File: config.mk
export PLATFORM = sky130hd
export DESIGN_NAME = xp_out_arbiter
export DESIGN_NICKNAME = d
export VERILOG_FILES = /design/src/rtl/xp_out_arbiter.sv
export SDC_FILE = /design/constraint.sdc
export NUM_CORES = 1
export LEC_CHECK = 0
export CAP_MARGIN = 0
export CORE_AREA = 10 10 159 161
export DETAILED_ROUTE_END_ITERATION = 6
export DIE_AREA = 0 0 169 171
export GPL_ROUTABILITY_DRIVEN = 1
export GPL_TIMING_DRIVEN = 0
export PLACE_DENSITY_LB_ADDON = 0.12
export SETUP_SLACK_MARGIN = 0.05
export SLEW_MARGIN = 40
export SYNTH_ARGS = -nofsm -noshare
export SYNTH_HDL_FRONTEND = slang
export SYNTH_SLANG_ARGS = --single-unit
File: constraint.sdc
create_clock -name clk -period 7.6 [get_ports clk]
set_input_delay 1.52 -clock clk [delete_from_list [all_inputs] [get_ports clk]]
set_output_delay 1.52 -clock clk [all_outputs]
set_load 0.05 [all_outputs]
File: src/rtl/xp_out_arbiter.sv
// xp_out_arbiter: output-port scheduler for one crosspoint router output.
//
// Shares one output port between NUM_IN requesters. When no packet is in flight,
// requesters are served round-robin. A granted packet then holds the port from its
// head flit to its tail flit (wormhole lock). Each virtual channel has a credit
// counter: an accepted flit takes one credit, and a downstream credit_return gives
// one back. Accepted flits go through a single output register.
//
// Ports:
//   clk, rst                 clock; synchronous active-high reset
//   in_valid/in_flit/
//   in_vc_id/in_tail         per-requester flit offer
//   in_ready                 one-hot grant; the flit is taken on in_valid & in_ready
//   out_valid/out_ready/
//   out_flit/out_vc_id       registered master side of the output port
//   out_channel_type         constant CHAN_TYPE
//   credit_return(_vc)       downstream freed one buffer on the given VC
//   credit_count             current credits per VC
//   credit_err               sticky flag for a credit returned above VC_CREDITS
module xp_out_arbiter #(
  parameter int unsigned NUM_IN     = 5,
  parameter int unsigned NUM_VC     = 4,
  parameter int unsigned VC_CREDITS = 4,
  parameter int unsigned CRED_W     = $clog2(VC_CREDITS + 1),
  parameter int unsigned FLIT_W     = 64,
  parameter logic [1:0]  CHAN_TYPE  = 2'b00
) (
  input  logic                          clk,
  input  logic                          rst,
  input  logic [NUM_IN-1:0]             in_valid,
  input  logic [NUM_IN-1:0][FLIT_W-1:0] in_flit,
  input  logic [NUM_IN-1:0][1:0]        in_vc_id,
  input  logic [NUM_IN-1:0]             in_tail,
  output logic [NUM_IN-1:0]             in_ready,
  output logic                          out_valid,
  input  logic                          out_ready,
  output logic [FLIT_W-1:0]             out_flit,
  output logic [1:0]                    out_vc_id,
  output logic [1:0]                    out_channel_type,
  input  logic                          credit_return,
  input  logic [1:0]                    credit_return_vc,
  output logic [NUM_VC-1:0][CRED_W-1:0] credit_count,
  output logic                          credit_err
);

  localparam int unsigned IdxW = (NUM_IN > 1) ? $clog2(NUM_IN) : 1;

  typedef enum logic [0:0] {StIdle, StLocked} state_e;

  state_e                        state_q;
  logic [IdxW-1:0]               rr_ptr_q, lock_id_q;
  logic                          out_valid_q;
  logic [FLIT_W-1:0]             out_flit_q;
  logic [1:0]                    out_vc_q;
  logic [NUM_VC-1:0][CRED_W-1:0] credit_q, credit_d;
  logic                          credit_err_q, credit_err_d;

  logic                          slot_free;
  logic [NUM_IN-1:0]             eligible, grant;
  logic [IdxW-1:0]               grant_idx, rr_next;
  logic                          accept;
  logic [1:0]                    grant_vc;
  logic [NUM_VC-1:0]             cred_dec, cred_inc;
  int unsigned                   cand;

  // The output register can take a new flit when it is empty or draining this cycle.
  assign slot_free = !out_valid_q || out_ready;

  // Only registered credits are used here, so a credit returned this cycle
  // cannot be spent until the next cycle.
  always_comb begin
    eligible = '0;
    for (int unsigned i = 0; i < NUM_IN; i++) begin
      eligible[i] = !rst && in_valid[i] && slot_free &&
                    (32'(in_vc_id[i]) < NUM_VC) && (credit_q[in_vc_id[i]] != '0) &&
                    ((state_q == StIdle) || (lock_id_q == IdxW'(i)));
    end
  end

  // Take the first eligible requester at or after rr_ptr. While locked, only
  // lock_id can be eligible, so this same search also yields the locked grant.
  always_comb begin
    grant     = '0;
    grant_idx = '0;
    cand      = 0;
    for (int unsigned k = 0; k < NUM_IN; k++) begin
      cand = (32'(rr_ptr_q) + k) % NUM_IN;
      if ((grant == '0) && eligible[cand]) begin
        grant[cand] = 1'b1;
        grant_idx   = IdxW'(cand);
      end
    end
  end

  assign accept   = |grant;
  assign grant_vc = in_vc_id[grant_idx];
  assign rr_next  = (grant_idx == IdxW'(NUM_IN - 1)) ? '0 : grant_idx + 1'b1;

  // A take and a return on the same VC cancel out. A return with no take at
  // full credit leaves the count at VC_CREDITS and sets the error flag.
  always_comb begin
    credit_d     = credit_q;
    credit_err_d = credit_err_q;
    cred_dec     = '0;
    cred_inc     = '0;
    for (int unsigned v = 0; v < NUM_VC; v++) begin
      cred_dec[v] = accept && (32'(grant_vc) == v);
      cred_inc[v] = credit_return && (32'(credit_return_vc) == v);
      if (cred_dec[v] && !cred_inc[v]) begin
        credit_d[v] = credit_q[v] - 1'b1;
      end else if (cred_inc[v] && !cred_dec[v]) begin
        if (credit_q[v] == CRED_W'(VC_CREDITS)) begin
          credit_err_d = 1'b1;
        end else begin
          credit_d[v] = credit_q[v] + 1'b1;
        end
      end
    end
  end

  always_ff @(posedge clk) begin
    if (rst) begin
      state_q      <= StIdle;
      rr_ptr_q     <= '0;
      lock_id_q    <= '0;
      out_valid_q  <= 1'b0;
      out_flit_q   <= '0;
      out_vc_q     <= '0;
      credit_err_q <= 1'b0;
      for (int unsigned v = 0; v < NUM_VC; v++) begin
        credit_q[v] <= CRED_W'(VC_CREDITS);
      end
    end else begin
      if (accept) begin
        out_valid_q <= 1'b1;
        out_flit_q  <= in_flit[grant_idx];
        out_vc_q    <= grant_vc;
        if (in_tail[grant_idx]) begin
          state_q  <= StIdle;
          rr_ptr_q <= rr_next;
        end else begin
          state_q   <= StLocked;
          lock_id_q <= grant_idx;
        end
      end else if (out_ready) begin
        out_valid_q <= 1'b0;
      end
      credit_q     <= credit_d;
      credit_err_q <= credit_err_d;
    end
  end

  assign in_ready         = grant;
  assign out_valid        = out_valid_q;
  assign out_flit         = out_flit_q;
  assign out_vc_id        = out_vc_q;
  assign out_channel_type = CHAN_TYPE;
  assign credit_count     = credit_q;
  assign credit_err       = credit_err_q;

endmodule

==> results.ini <==
[run]
drv_cap=0

[critical_path]
slowest_stage=mux4_2
required_ns=7.80
r2r_setup_slack_ns=0.22
reg2reg_depth=29
timing.rr.start=rr_ptr_q[0]
r2r-end=credit_count[8]
crit_type=input pin to flop
end_kind=flop
path_max_fanout=8
slowest_delay_ns=0.54
start_kind=input pin
worstPathArrival_ns=7.65

[yosys]
synth_enable_flop_cells=0
yosys_warnings=0
ys_ff_latch=87
synth_area_per_cell_um2=8.23
syn_inst=1053
synth_top_cell_area_share_pct=20.1
ys_async_sr_fraction_pct=0
synth_area_mm2=0.00867
ys_top_cells_by_area=dfxtp_1 (20%), mux2i_1 (17%), o221a_1 (5.2%), o21ai_0 (5.0%), ha_1 (4.8%)
ys_seq_area_share_pct=20.1
synth_ff_type=dfxtp_1
synth_cell_types=99
synth_top_area_cell=dfxtp_1

[route]
drt_first_iter_violations=788
vias=10500
wl_per_cell_um=25.2
final_antenna_net_count=0
wl_um=45700
via_per_inst=5.76
drc_errors=0
drt_pass1_iterations=6

[global_route]
grt_usage_pct=28.9
grt_pass1_vias=10100
antenna_found_initial=2
grt_max_degree=16
grt_overflow_total=0
grt_pass1_wl_um=63800

[timing]
fin_crit_sh_pct=98.1
rsz0062_at_grt=true
min_period_ns=7.46
hold_violations=0
tightestPinTransition_ns=0.920
skew_ns=0.0154
hold_slack_ns=0.500
finalWorstSetupSlack_ns=0.144
fmax_ghz=0.134
drv_slew=0
setup_viol=0
slew_headroom_pct=38.4

[final_layout]
final_area_mm2=0.0143
drive_gt1_share_pct=13.1
fin_util_pct=64.4
multiInputGateArea_mm2=0.00677
final.fill_count=1982
seq_area_mm2=0.00175
layout_commonest_cell=clkdlybuf4s50_1
area_growth_pct=65.3
final_nets=1910
layout_common_cells=clkdlybuf4s50_1 (420), mux2i_1 (144), nand2_1 (99)

[floorplanning]
rows=55
core-area_mm2=0.0222
die_area_mm2=0.0289
io_pins=433
die_w_um=169
start_util_pct=39.0
fp.dieH_um=171

[place]
dp_slack_ns=-0.926
dp_hpwl_um=37700
post_dp_cell_area_mm2=0.0133
place_congestion=0.979
port_buffers=429

[clock_tree]
ctsHoldBuffers=0
cts-root-buf=clkbuf_16
cts.sinks=87
h-tree-depth=3
clk_pin_slew_ns=0.06
clock_path_buffers=2
clock_latency_ns=0.36
cts_buffers=9
cts_tree=yes

[min_path]
holdPathEnd=out_vc_id[1]
holdPathStages=2
min_path_type=flop to flop
hp-start=out_vc_id[1]

[outcome]
outcome=finished clean

timing repair:
action,CTS,global route
resized for setup,38,69
endpoints found under the hold margin,0,0
setup buffers,13,21
pin swaps,8,22
endpoints found under the setup margin,20,18
Yosys cell counts, drive strengths merged (8+ instances only):
master  number
a211oi       8
a21oi       29
buf         33
clkbuf      41
dfxtp       87
ha          33
inv         41
mux2i      152
nand2      100
nand2b      16
nand3       18
nor2        44
nor2b       16
nor3        23
o21ai      155
o221a       64
o31ai        8
or2          8
or3          9
xnor2        9
worst max-delay path: cells and delay by family:
kind                       cells  cell delay (ns)
adders and majority gates      2             0.61
muxes                          2             0.78
and+or+nand+nor                7             1.74
buffers and inverters          6             1.08
xor gates and xnor gates       1             0.16
AOI/OAI and AO/OA              8             1.73
metal layers:
| layer | vias up | share of wire, % | global-route usage (%) |
|---|---|---|---|
| li1 | 4960 | - | - |
| met1 | 4920 | 37 | 31.1 |
| met2 | 512 | 51 | 52.1 |
| met3 | 79 | 8.5 | 9.13 |
| met4 | 0 | 3.6 | 10.4 |
| met5 | - | 0 | 0 |
cell type report:
type                       count  area share (%)
clock buffer                   9            1.57
multi-input combinational    852            47.2
tap                          285            2.49
antenna                        2          0.0349
clock inverter                 6           0.638
timing repair buffer         463            31.9
inverter                      41            1.19
sequential                    87            12.2
buffer                        73            2.78
worst max-delay path by stage:
| stage | end | start | slack [ns] |
|---|---|---|---|
| after detailed placement | credit_count[2] | rr_ptr_q[0] | -0.93 |
| after global routing | credit_count[2] | out_ready | -0.11 |
| final | credit_count[8] | out_ready | 0.14 |
| after floorplan | credit_count[2] | rr_ptr_q[0] | 0.63 |
| after global placement | credit_count[2] | rr_ptr_q[0] | -0.91 |
| after CTS | credit_count[2] | in_vc_id[7] | 0.06 |
flip-flops by register name, summed over array words and instances (netlist names):
signal	count
out_valid	1
out_flit	64
credit_count	12
state_q	1
credit_err	1
rr_ptr_q	3
out_vc_id	2
lock_id_q	3
logic make-up (layout without fill, tap and decap cells):
group,count (synthesis),in the layout,share of synthesized area (%)
AND/OR/NAND/NOR,286,286,17.1
other,1,4,0.0433
AO/OA/AOI/OAI,352,352,30.1
XOR/XNOR,14,14,1.50
flip-flops,87,87,20.1
multiplexers,161,161,19.3
adder cells (fa/ha/maj),37,37,5.69
buffers and inverters,115,592,6.11
per-stage QoR:
| step | std cells | TNS [ns] |
|---|---|---|
| detailed placement | 1768 | -10.66 |
| CTS | 1795 | 0 |
| global placement | 1768 | -10.26 |
| global route | 1816 | -0.278 |
| finish | 1818 | 0 |
| floorplan | 1054 | 0 |
Power is not shown: default switching activity piles up to over one toggle a cycle in this logic, so the estimate is an artifact.
